==> config.mk <==
export PLATFORM = sky130hd
export DESIGN_NAME = schmitt_scan_conditioner
export DESIGN_NICKNAME = d
export VERILOG_FILES = /design/src/rtl/schmitt_scan_pkg.sv /design/src/rtl/schmitt_scan_conditioner_slot_update.sv /design/src/rtl/schmitt_scan_conditioner.sv
export SDC_FILE = /design/constraint.sdc
export NUM_CORES = 1
export LEC_CHECK = 0
export ABC_CLOCK_PERIOD_IN_PS = 4300
export BUFFER_PORTS_ARGS = -buffer_cell sky130_fd_sc_hd__buf_4
export CAP_MARGIN = 25
export CORE_MARGIN = 8
export CORE_UTILIZATION = 61
export DETAILED_ROUTE_END_ITERATION = 7
export HOLD_SLACK_MARGIN = 0.06
export PLACE_DENSITY = 0.83
export SYNTH_ARGS = -nofsm -noshare
export SYNTH_HDL_FRONTEND = slang
export SYNTH_SLANG_ARGS = --single-unit
==> constraint.sdc <==
create_clock -name clk -period 4.3 [get_ports clk]
set_input_delay 0.86 -clock clk [delete_from_list [all_inputs] [get_ports clk]]
set_output_delay 0.86 -clock clk [all_outputs]
set_load 0.01 [all_outputs]
==> src/rtl/schmitt_scan_pkg.sv <==
// Shared defaults, types and the integrator/threshold step used by the
// six-line Schmitt-trigger scan conditioner.
package schmitt_scan_pkg;

    localparam int unsigned DEF_CHANNELS = 6;
    localparam int unsigned DEF_CNT_W    = 8;
    localparam int unsigned DEF_CNT_MAX  = 255;
    localparam int unsigned DEF_TH_HI    = 192;
    localparam int unsigned DEF_TH_LO    = 64;

    typedef logic [DEF_CNT_W-1:0]             cnt_t;
    typedef logic [$clog2(DEF_CHANNELS)-1:0] ch_idx_t;

    typedef struct packed {
        logic [31:0] cnt;
        logic        state;
    } slot_next_t;

    // Saturating up/down integrator followed by a two-threshold hysteresis latch.
    function automatic slot_next_t slot_next(
        input logic [31:0] cnt,
        input logic        state,
        input logic        sync,
        input logic [31:0] cnt_max,
        input logic [31:0] th_hi,
        input logic [31:0] th_lo
    );
        slot_next_t r;
        r.cnt   = cnt;
        r.state = state;
        if (sync && (cnt < cnt_max))
            r.cnt = cnt + 32'd1;
        else if (!sync && (cnt != 32'd0))
            r.cnt = cnt - 32'd1;
        if (r.cnt >= th_hi)
            r.state = 1'b1;
        else if (r.cnt <= th_lo)
            r.state = 1'b0;
        return r;
    endfunction

endpackage

==> src/rtl/schmitt_scan_conditioner_slot_update.sv <==
// Combinational integrator/threshold datapath shared by all channels;
// the top muxes the visited channel's count, state and sync bit into it.
module schmitt_slot_update
    import schmitt_scan_pkg::*;
#(
    parameter int unsigned CNT_W   = DEF_CNT_W,
    parameter int unsigned CNT_MAX = DEF_CNT_MAX,
    parameter int unsigned TH_HI   = DEF_TH_HI,
    parameter int unsigned TH_LO   = DEF_TH_LO
) (
    input  logic [CNT_W-1:0] cnt,
    input  logic             state,
    input  logic             sync,
    output logic [CNT_W-1:0] next_cnt,
    output logic             next_state
);

    slot_next_t r;

    always_comb begin
        r = slot_next(32'(cnt), state, sync, 32'(CNT_MAX), 32'(TH_HI), 32'(TH_LO));
    end

    assign next_cnt   = CNT_W'(r.cnt);
    assign next_state = r.state;

endmodule

==> src/rtl/schmitt_scan_conditioner.sv <==
// Six-line Schmitt-trigger input conditioner: 2-flop synchronizer, prescaled
// round-robin scan and one shared integrator/threshold slot per cen-slot.
module schmitt_scan_conditioner
    import schmitt_scan_pkg::*;
#(
    parameter int unsigned CHANNELS = DEF_CHANNELS,
    parameter int unsigned PRESCALE = 48,
    parameter int unsigned CNT_W    = DEF_CNT_W,
    parameter int unsigned CNT_MAX  = DEF_CNT_MAX,
    parameter int unsigned TH_HI    = DEF_TH_HI,
    parameter int unsigned TH_LO    = DEF_TH_LO,
    parameter bit          INVERT   = 1'b1
) (
    input  logic                clk,
    input  logic                reset_n,
    input  logic                cen,
    input  logic [CHANNELS-1:0] in_raw,
    output logic [CHANNELS-1:0] out,
    output logic [CHANNELS-1:0] edge_strobe,
    output logic                scan_done
);

    localparam int unsigned PTR_W = (CHANNELS > 1) ? $clog2(CHANNELS) : 1;
    localparam int unsigned PS_W  = (PRESCALE > 1) ? $clog2(PRESCALE) : 1;
    localparam logic [PTR_W-1:0] LAST_CH = PTR_W'(CHANNELS - 1);
    localparam logic [PS_W-1:0]  PS_LAST = PS_W'(PRESCALE - 1);

    if (!((TH_LO < TH_HI) && (TH_HI <= CNT_MAX) && ((CNT_MAX >> CNT_W) == 0))) begin : g_bad_thresholds
        $error("schmitt_scan_conditioner: need TH_LO < TH_HI <= CNT_MAX < 2**CNT_W");
    end
    if (PRESCALE < 1) begin : g_bad_prescale
        $error("schmitt_scan_conditioner: PRESCALE must be >= 1");
    end
    if ((CHANNELS < 1) || (CHANNELS > 8)) begin : g_bad_channels
        $error("schmitt_scan_conditioner: CHANNELS must be 1..8");
    end

    logic [CHANNELS-1:0] sync1;
    logic [CHANNELS-1:0] sync2;
    logic [CHANNELS-1:0] state;
    logic [CNT_W-1:0]    cnt [CHANNELS];
    logic [PS_W-1:0]     presc;
    logic [PTR_W-1:0]    ptr;

    logic             slot_tick;
    logic [CNT_W-1:0] next_cnt;
    logic             next_state;
    logic             next_out;

    assign slot_tick = cen && (presc == PS_LAST);
    assign next_out  = next_state ^ INVERT;

    schmitt_slot_update #(
        .CNT_W   (CNT_W),
        .CNT_MAX (CNT_MAX),
        .TH_HI   (TH_HI),
        .TH_LO   (TH_LO)
    ) u_slot (
        .cnt        (cnt[ptr]),
        .state      (state[ptr]),
        .sync       (sync2[ptr]),
        .next_cnt   (next_cnt),
        .next_state (next_state)
    );

    always_ff @(posedge clk or negedge reset_n) begin
        if (!reset_n) begin
            sync1       <= '0;
            sync2       <= '0;
            state       <= '0;
            presc       <= '0;
            ptr         <= '0;
            out         <= {CHANNELS{INVERT}};
            edge_strobe <= '0;
            scan_done   <= 1'b0;
            for (int unsigned i = 0; i < CHANNELS; i++)
                cnt[i] <= '0;
        end else begin
            sync1       <= in_raw;
            sync2       <= sync1;
            edge_strobe <= '0;
            scan_done   <= 1'b0;
            if (slot_tick) begin
                presc              <= '0;
                cnt[ptr]           <= next_cnt;
                state[ptr]         <= next_state;
                out[ptr]           <= next_out;
                edge_strobe[ptr]   <= (next_out != out[ptr]);
                scan_done          <= (ptr == LAST_CH);
                ptr                <= (ptr == LAST_CH) ? '0 : ptr + 1'b1;
            end else if (cen) begin
                presc <= presc + 1'b1;
            end
        end
    end

endmodule

==> impl_metrics.prom <==
# TYPE chip_impl_metric gauge
chip_impl_metric{name="power.share.combinational",unit=""} 0.376
chip_impl_metric{name="die_area",unit="um2"} 9830
chip_impl_metric{name="yosysWarningCount",unit=""} 0
chip_impl_metric{name="crit_path_max_fanout",unit=""} 14
chip_impl_info{name="rr_endpoint",value="out[2]"} 1
chip_impl_metric{name="h-tree-depth",unit=""} 3
chip_impl_metric{name="layout.cell_area.non_filler",unit="um2"} 4700
chip_impl_metric{name="clock-skew-final",unit="ps"} 7.74
chip_impl_metric{name="synth_area_per_cell",unit="um2"} 11.0
chip_impl_metric{name="ys_seq_area_frac",unit=""} 0.524
chip_impl_metric{name="overflow_after_grt",unit=""} 0
chip_impl_metric{name="global_route_wire_length_before_repair",unit="um"} 16000
chip_impl_metric{name="yosys.area.top_type_share",unit=""} 0.487
chip_impl_metric{name="grt_util_all_layers",unit=""} 0.209
chip_impl_metric{name="die_y",unit="um"} 99.1
chip_impl_metric{name="globalplace.congestion",unit=""} 0.912
chip_impl_metric{name="core-area",unit="um2"} 6760
chip_impl_info{name="worstHoldEndpoint",value="sync2[5]"} 1
chip_impl_info{name="synth_largest_area_cell",value="sky130_fd_sc_hd__dfrtp_1"} 1
chip_impl_metric{name="synthDistinctLibCells",unit=""} 63
chip_impl_metric{name="timing.final.max_slew_violations",unit=""} 0
chip_impl_info{name="crit_slowest_cell",value="sky130_fd_sc_hd__dfrtp_1"} 1
chip_impl_metric{name="power_density",unit="nW/um2"} 519
chip_impl_metric{name="setup_viol_count_final",unit=""} 0
chip_impl_metric{name="first_global_vias",unit=""} 3149
chip_impl_metric{name="syn2layout_area_growth",unit="%"} 11.6
chip_impl_metric{name="drt-initial-drc-count",unit=""} 229
chip_impl_metric{name="via_count",unit=""} 3115
chip_impl_info{name="startpoint_to_endpoint_class_of_the_critical_path",value="reg2reg"} 1
chip_impl_metric{name="p_int",unit="uW"} 1550
chip_impl_metric{name="cts_max_path_buffers",unit=""} 2
chip_impl_metric{name="number_of_antenna_violations_at_the_first_check_in_global_routing",unit=""} 0
chip_impl_metric{name="ys_async_sr_fraction",unit=""} 1.00
chip_impl_metric{name="power_switching_share",unit=""} 0.364
chip_impl_metric{name="ioPinCount",unit=""} 22
chip_impl_metric{name="layout_min_cycle_time",unit="ps"} 4080
chip_impl_metric{name="synth_seq_cells",unit=""} 88
chip_impl_metric{name="reg2reg_depth",unit=""} 11
chip_impl_metric{name="postCtsSetupBuffers",unit=""} 0
chip_impl_info{name="cp_cell_sequence",value="buf_4 -> mux2i_1 -> o21ai_0 -> a221o_1 -> or4_1 -> or2_0 -> a32o_2 -> xnor2_2 -> a41o_1 -> and2_1 -> mux2_2"} 1
chip_impl_info{name="worstSetupStartpointType",value="register"} 1
chip_impl_metric{name="route.detailed.wl_per_inst",unit="um"} 19.4
chip_impl_metric{name="share_of_power_burned_in_the_clock_network",unit=""} 0.232
chip_impl_metric{name="maximum_number_of_pins_on_one_net_before_global_route_repair",unit=""} 89
chip_impl_info{name="regToRegStartpoint",value="ptr[1]"} 1
chip_impl_metric{name="worst_pin_slew",unit="ps"} 787
chip_impl_metric{name="irDropWorstVdd",unit="mV"} 0.393
chip_impl_metric{name="antenna_violating_nets_post_route",unit=""} 0
chip_impl_metric{name="die_span_x",unit="um"} 99.1
chip_impl_metric{name="clock_sink_count",unit=""} 88
chip_impl_metric{name="timing.setup.tns",unit="ps"} 0
chip_impl_metric{name="fmax",unit="MHz"} 245
chip_impl_metric{name="critical_path.n_buffers_inverters",unit=""} 1
chip_impl_metric{name="critical-path-max-stage-delay",unit="ps"} 680
chip_impl_metric{name="detail_route.drc_violations",unit=""} 0
chip_impl_info{name="rsz0062_at_grt",value="no"} 1
chip_impl_metric{name="insertedDiodeCount",unit=""} 0
chip_impl_info{name="worst_hold_path_type",value="reg2reg"} 1
chip_impl_metric{name="data_required_time_of_the_worst_path",unit="ps"} 4610
chip_impl_info{name="synth_area_leaders",value="sky130_fd_sc_hd__dfrtp_1 (49%), sky130_fd_sc_hd__mux2_2 (10%), sky130_fd_sc_hd__nand2_1 (4.1%), sky130_fd_sc_hd__dfstp_2 (3.7%), sky130_fd_sc_hd__o21ai_0 (3.2%)"} 1
chip_impl_metric{name="post_synth_inst_count",unit=""} 384
chip_impl_info{name="postSynth.topFlopCell",value="sky130_fd_sc_hd__dfrtp_1"} 1
chip_impl_metric{name="timing.critical_path.arrival",unit="ps"} 4390
chip_impl_metric{name="design.final.nets",unit=""} 425
chip_impl_metric{name="dp.final_hpwl",unit="um"} 6450
chip_impl_metric{name="max-cap-violations",unit=""} 0
chip_impl_info{name="cts_root_buffer",value="sky130_fd_sc_hd__clkbuf_8"} 1
chip_impl_info{name="timing.critical_path.to_type",value="register"} 1
chip_impl_metric{name="hold-path-cell-count",unit=""} 0
chip_impl_metric{name="postSynthNetCount",unit=""} 396
chip_impl_metric{name="final-hold-violation-count",unit=""} 0
chip_impl_metric{name="cts-hold-fix-buffers",unit=""} 0
chip_impl_metric{name="post_place_instance_area",unit="um2"} 4480
chip_impl_metric{name="start_util",unit=""} 0.624
chip_impl_metric{name="maxSlewHeadroom",unit=""} 0.475
chip_impl_metric{name="power_frac_seq",unit=""} 0.392
chip_impl_metric{name="net-switching-power",unit="uW"} 889
chip_impl_metric{name="placement_rows",unit=""} 30
chip_impl_metric{name="postRouteWirelength",unit="um"} 9670
chip_impl_metric{name="worst_setup_hold_path_clk_slew",unit="ps"} 80
chip_impl_metric{name="total_power",unit="uW"} 2440
chip_impl_metric{name="synth_edf_count",unit=""} 0
chip_impl_metric{name="post_drt_via_cell_ratio",unit=""} 6.26
chip_impl_info{name="outcome",value="completed"} 1
chip_impl_metric{name="layout-drive-gt1-share",unit=""} 0.273
chip_impl_info{name="path_delay_family",value="simple AND/OR/NAND/NOR gates"} 1
chip_impl_metric{name="static-leakage-power",unit="uW"} 0.00218
chip_impl_metric{name="port_buffers",unit=""} 21
chip_impl_metric{name="worst_case_register_to_register_setup_slack",unit="ps"} 220
chip_impl_metric{name="finalCritPeriodShare",unit=""} 0.950
chip_impl_metric{name="cts_buffers",unit=""} 9
chip_impl_metric{name="clk-insertion-delay-late",unit="ps"} 360
chip_impl_info{name="clock_tree_from_tritoncts",value="built"} 1
chip_impl_metric{name="drt-pass1-iter-count",unit=""} 5
chip_impl_metric{name="syn-cell-area",unit="um2"} 4220
chip_impl_info{name="min_from",value="sync1[5]"} 1
## cell usage in the layout (no fill, tap or decap), drive strengths merged, types with 4 or more instances in the layout
cell type and count:
a21oi 25, a221oi 4, and3 4, buf 38, clkbuf 10, dfrtp 82
dfstp 6, inv 10, mux2 40, mux2i 9, nand2 46, nand2b 4
nand3 9, nor2 27, nor3 8, nor3b 4, o21ai 28, o32ai 4
xnor2 5
## metrics by stage
stage | instances | hold slack, ps | util | setup slack (ps)
finish | 498 | 353 | 0.696 | 215
global route | 498 | 366 | 0.696 | 23.9
CTS | 497 | 356 | 0.692 | 272
detailed placement | 481 | 335 | 0.663 | 295
global placement | 481 | 332 | 0.663 | 412
floorplan | 384 | 331 | - | 779
## layout make-up
class / count / area (um2)
inverters: 9 / 33.8
well taps: 80 / 100
clock inverters: 6 / 67.6
flip-flops and latches: 88 / 2210
multi-input cells: 267 / 1860
fillers: 479 / 2050
clock buffers: 10 / 128
repair buffers: 38 / 305
## per-layer routing
metal,global-route usage,wire length (um)
met5,0,0
met4,0.113,247
met3,0.0461,470
met2,0.327,4900
met1,0.265,4050
## kinds of logic (layout without fill, tap and decap cells)
group           count (synthesis)  in the layout  synth area share
simple gates                  124            124             0.145
flops                          88             88             0.524
compound gates                 83             83             0.133
mux                            50             50             0.134
buf+inv                        29             63            0.0362
xor+xnor                        7              7            0.0181
fa+ha+maj                       3              3           0.00891
## power groups by stage
stage | Combinational (uW) | Clock, uW | Sequential [uW]
after floorplan | 682 | 0 | 957
after global placement | 879 | 0 | 967
after detailed placement | 894 | 0 | 972
after CTS | 902 | 586 | 956
after global routing | 997 | 609 | 965
final | 917 | 567 | 957
## Yosys cell counts (3+ instances only)
cell / number
sky130_fd_sc_hd__nand4_1: 3
sky130_fd_sc_hd__nand3_1: 8
sky130_fd_sc_hd__nand2_1: 46
sky130_fd_sc_hd__xnor2_1: 3
sky130_fd_sc_hd__nor2_1: 27
sky130_fd_sc_hd__buf_4: 4
sky130_fd_sc_hd__and3_1: 4
sky130_fd_sc_hd__o32ai_1: 3
sky130_fd_sc_hd__buf_6: 3
sky130_fd_sc_hd__ha_1: 3
sky130_fd_sc_hd__nand3b_1: 3
sky130_fd_sc_hd__a221o_1: 3
sky130_fd_sc_hd__dfrtp_1: 82
sky130_fd_sc_hd__a21oi_1: 24
sky130_fd_sc_hd__nor2b_1: 3
sky130_fd_sc_hd__mux2i_1: 9
sky130_fd_sc_hd__inv_1: 9
sky130_fd_sc_hd__nor3b_1: 3
sky130_fd_sc_hd__nor3_1: 8
sky130_fd_sc_hd__a22oi_1: 3
sky130_fd_sc_hd__o21ai_0: 27
sky130_fd_sc_hd__nor4_1: 3
sky130_fd_sc_hd__dfstp_2: 6
sky130_fd_sc_hd__nand2b_1: 4
sky130_fd_sc_hd__mux2_2: 38
sky130_fd_sc_hd__a221oi_1: 3
sky130_fd_sc_hd__buf_2: 5
sky130_fd_sc_hd__clkbuf_1: 7
## worst max path at each step
stage               cells past startpoint     end   start
floorplan                              14  out[2]  ptr[0]
global placement                       11  out[4]  ptr[1]
detailed placement                     11  out[4]  ptr[1]
CTS                                    11  out[2]  ptr[1]
global route                           11  out[2]  ptr[1]
finish                                 11  out[2]  ptr[1]
## flip-flops by register name (all words and copies together) (netlist names)
| register | count |
|---|---|
| presc | 6 |
| sync2 | 6 |
| out | 6 |
| cnt | 48 |
| sync1 | 6 |
| scan_done | 1 |
| edge_strobe | 6 |
| ptr | 3 |
| state | 6 |
## timing repair
item	in CTS	in global routing
gates resized for setup	0	1
hold endpoints to repair	0	0
setup endpoints to repair	0	4
## worst reg2reg max path, stage by stage, from the launching register on
cell                      delay [ps]
sky130_fd_sc_hd__dfrtp_1         680
sky130_fd_sc_hd__buf_4           300
sky130_fd_sc_hd__mux2i_1         230
sky130_fd_sc_hd__o21ai_0          90
sky130_fd_sc_hd__a221o_1         440
sky130_fd_sc_hd__or4_1           600
sky130_fd_sc_hd__or2_0           260
sky130_fd_sc_hd__a32o_2          280
sky130_fd_sc_hd__xnor2_2         310
sky130_fd_sc_hd__a41o_1          330
sky130_fd_sc_hd__and2_1          300
sky130_fd_sc_hd__mux2_2          210
(Power assumes the default switching activity.)
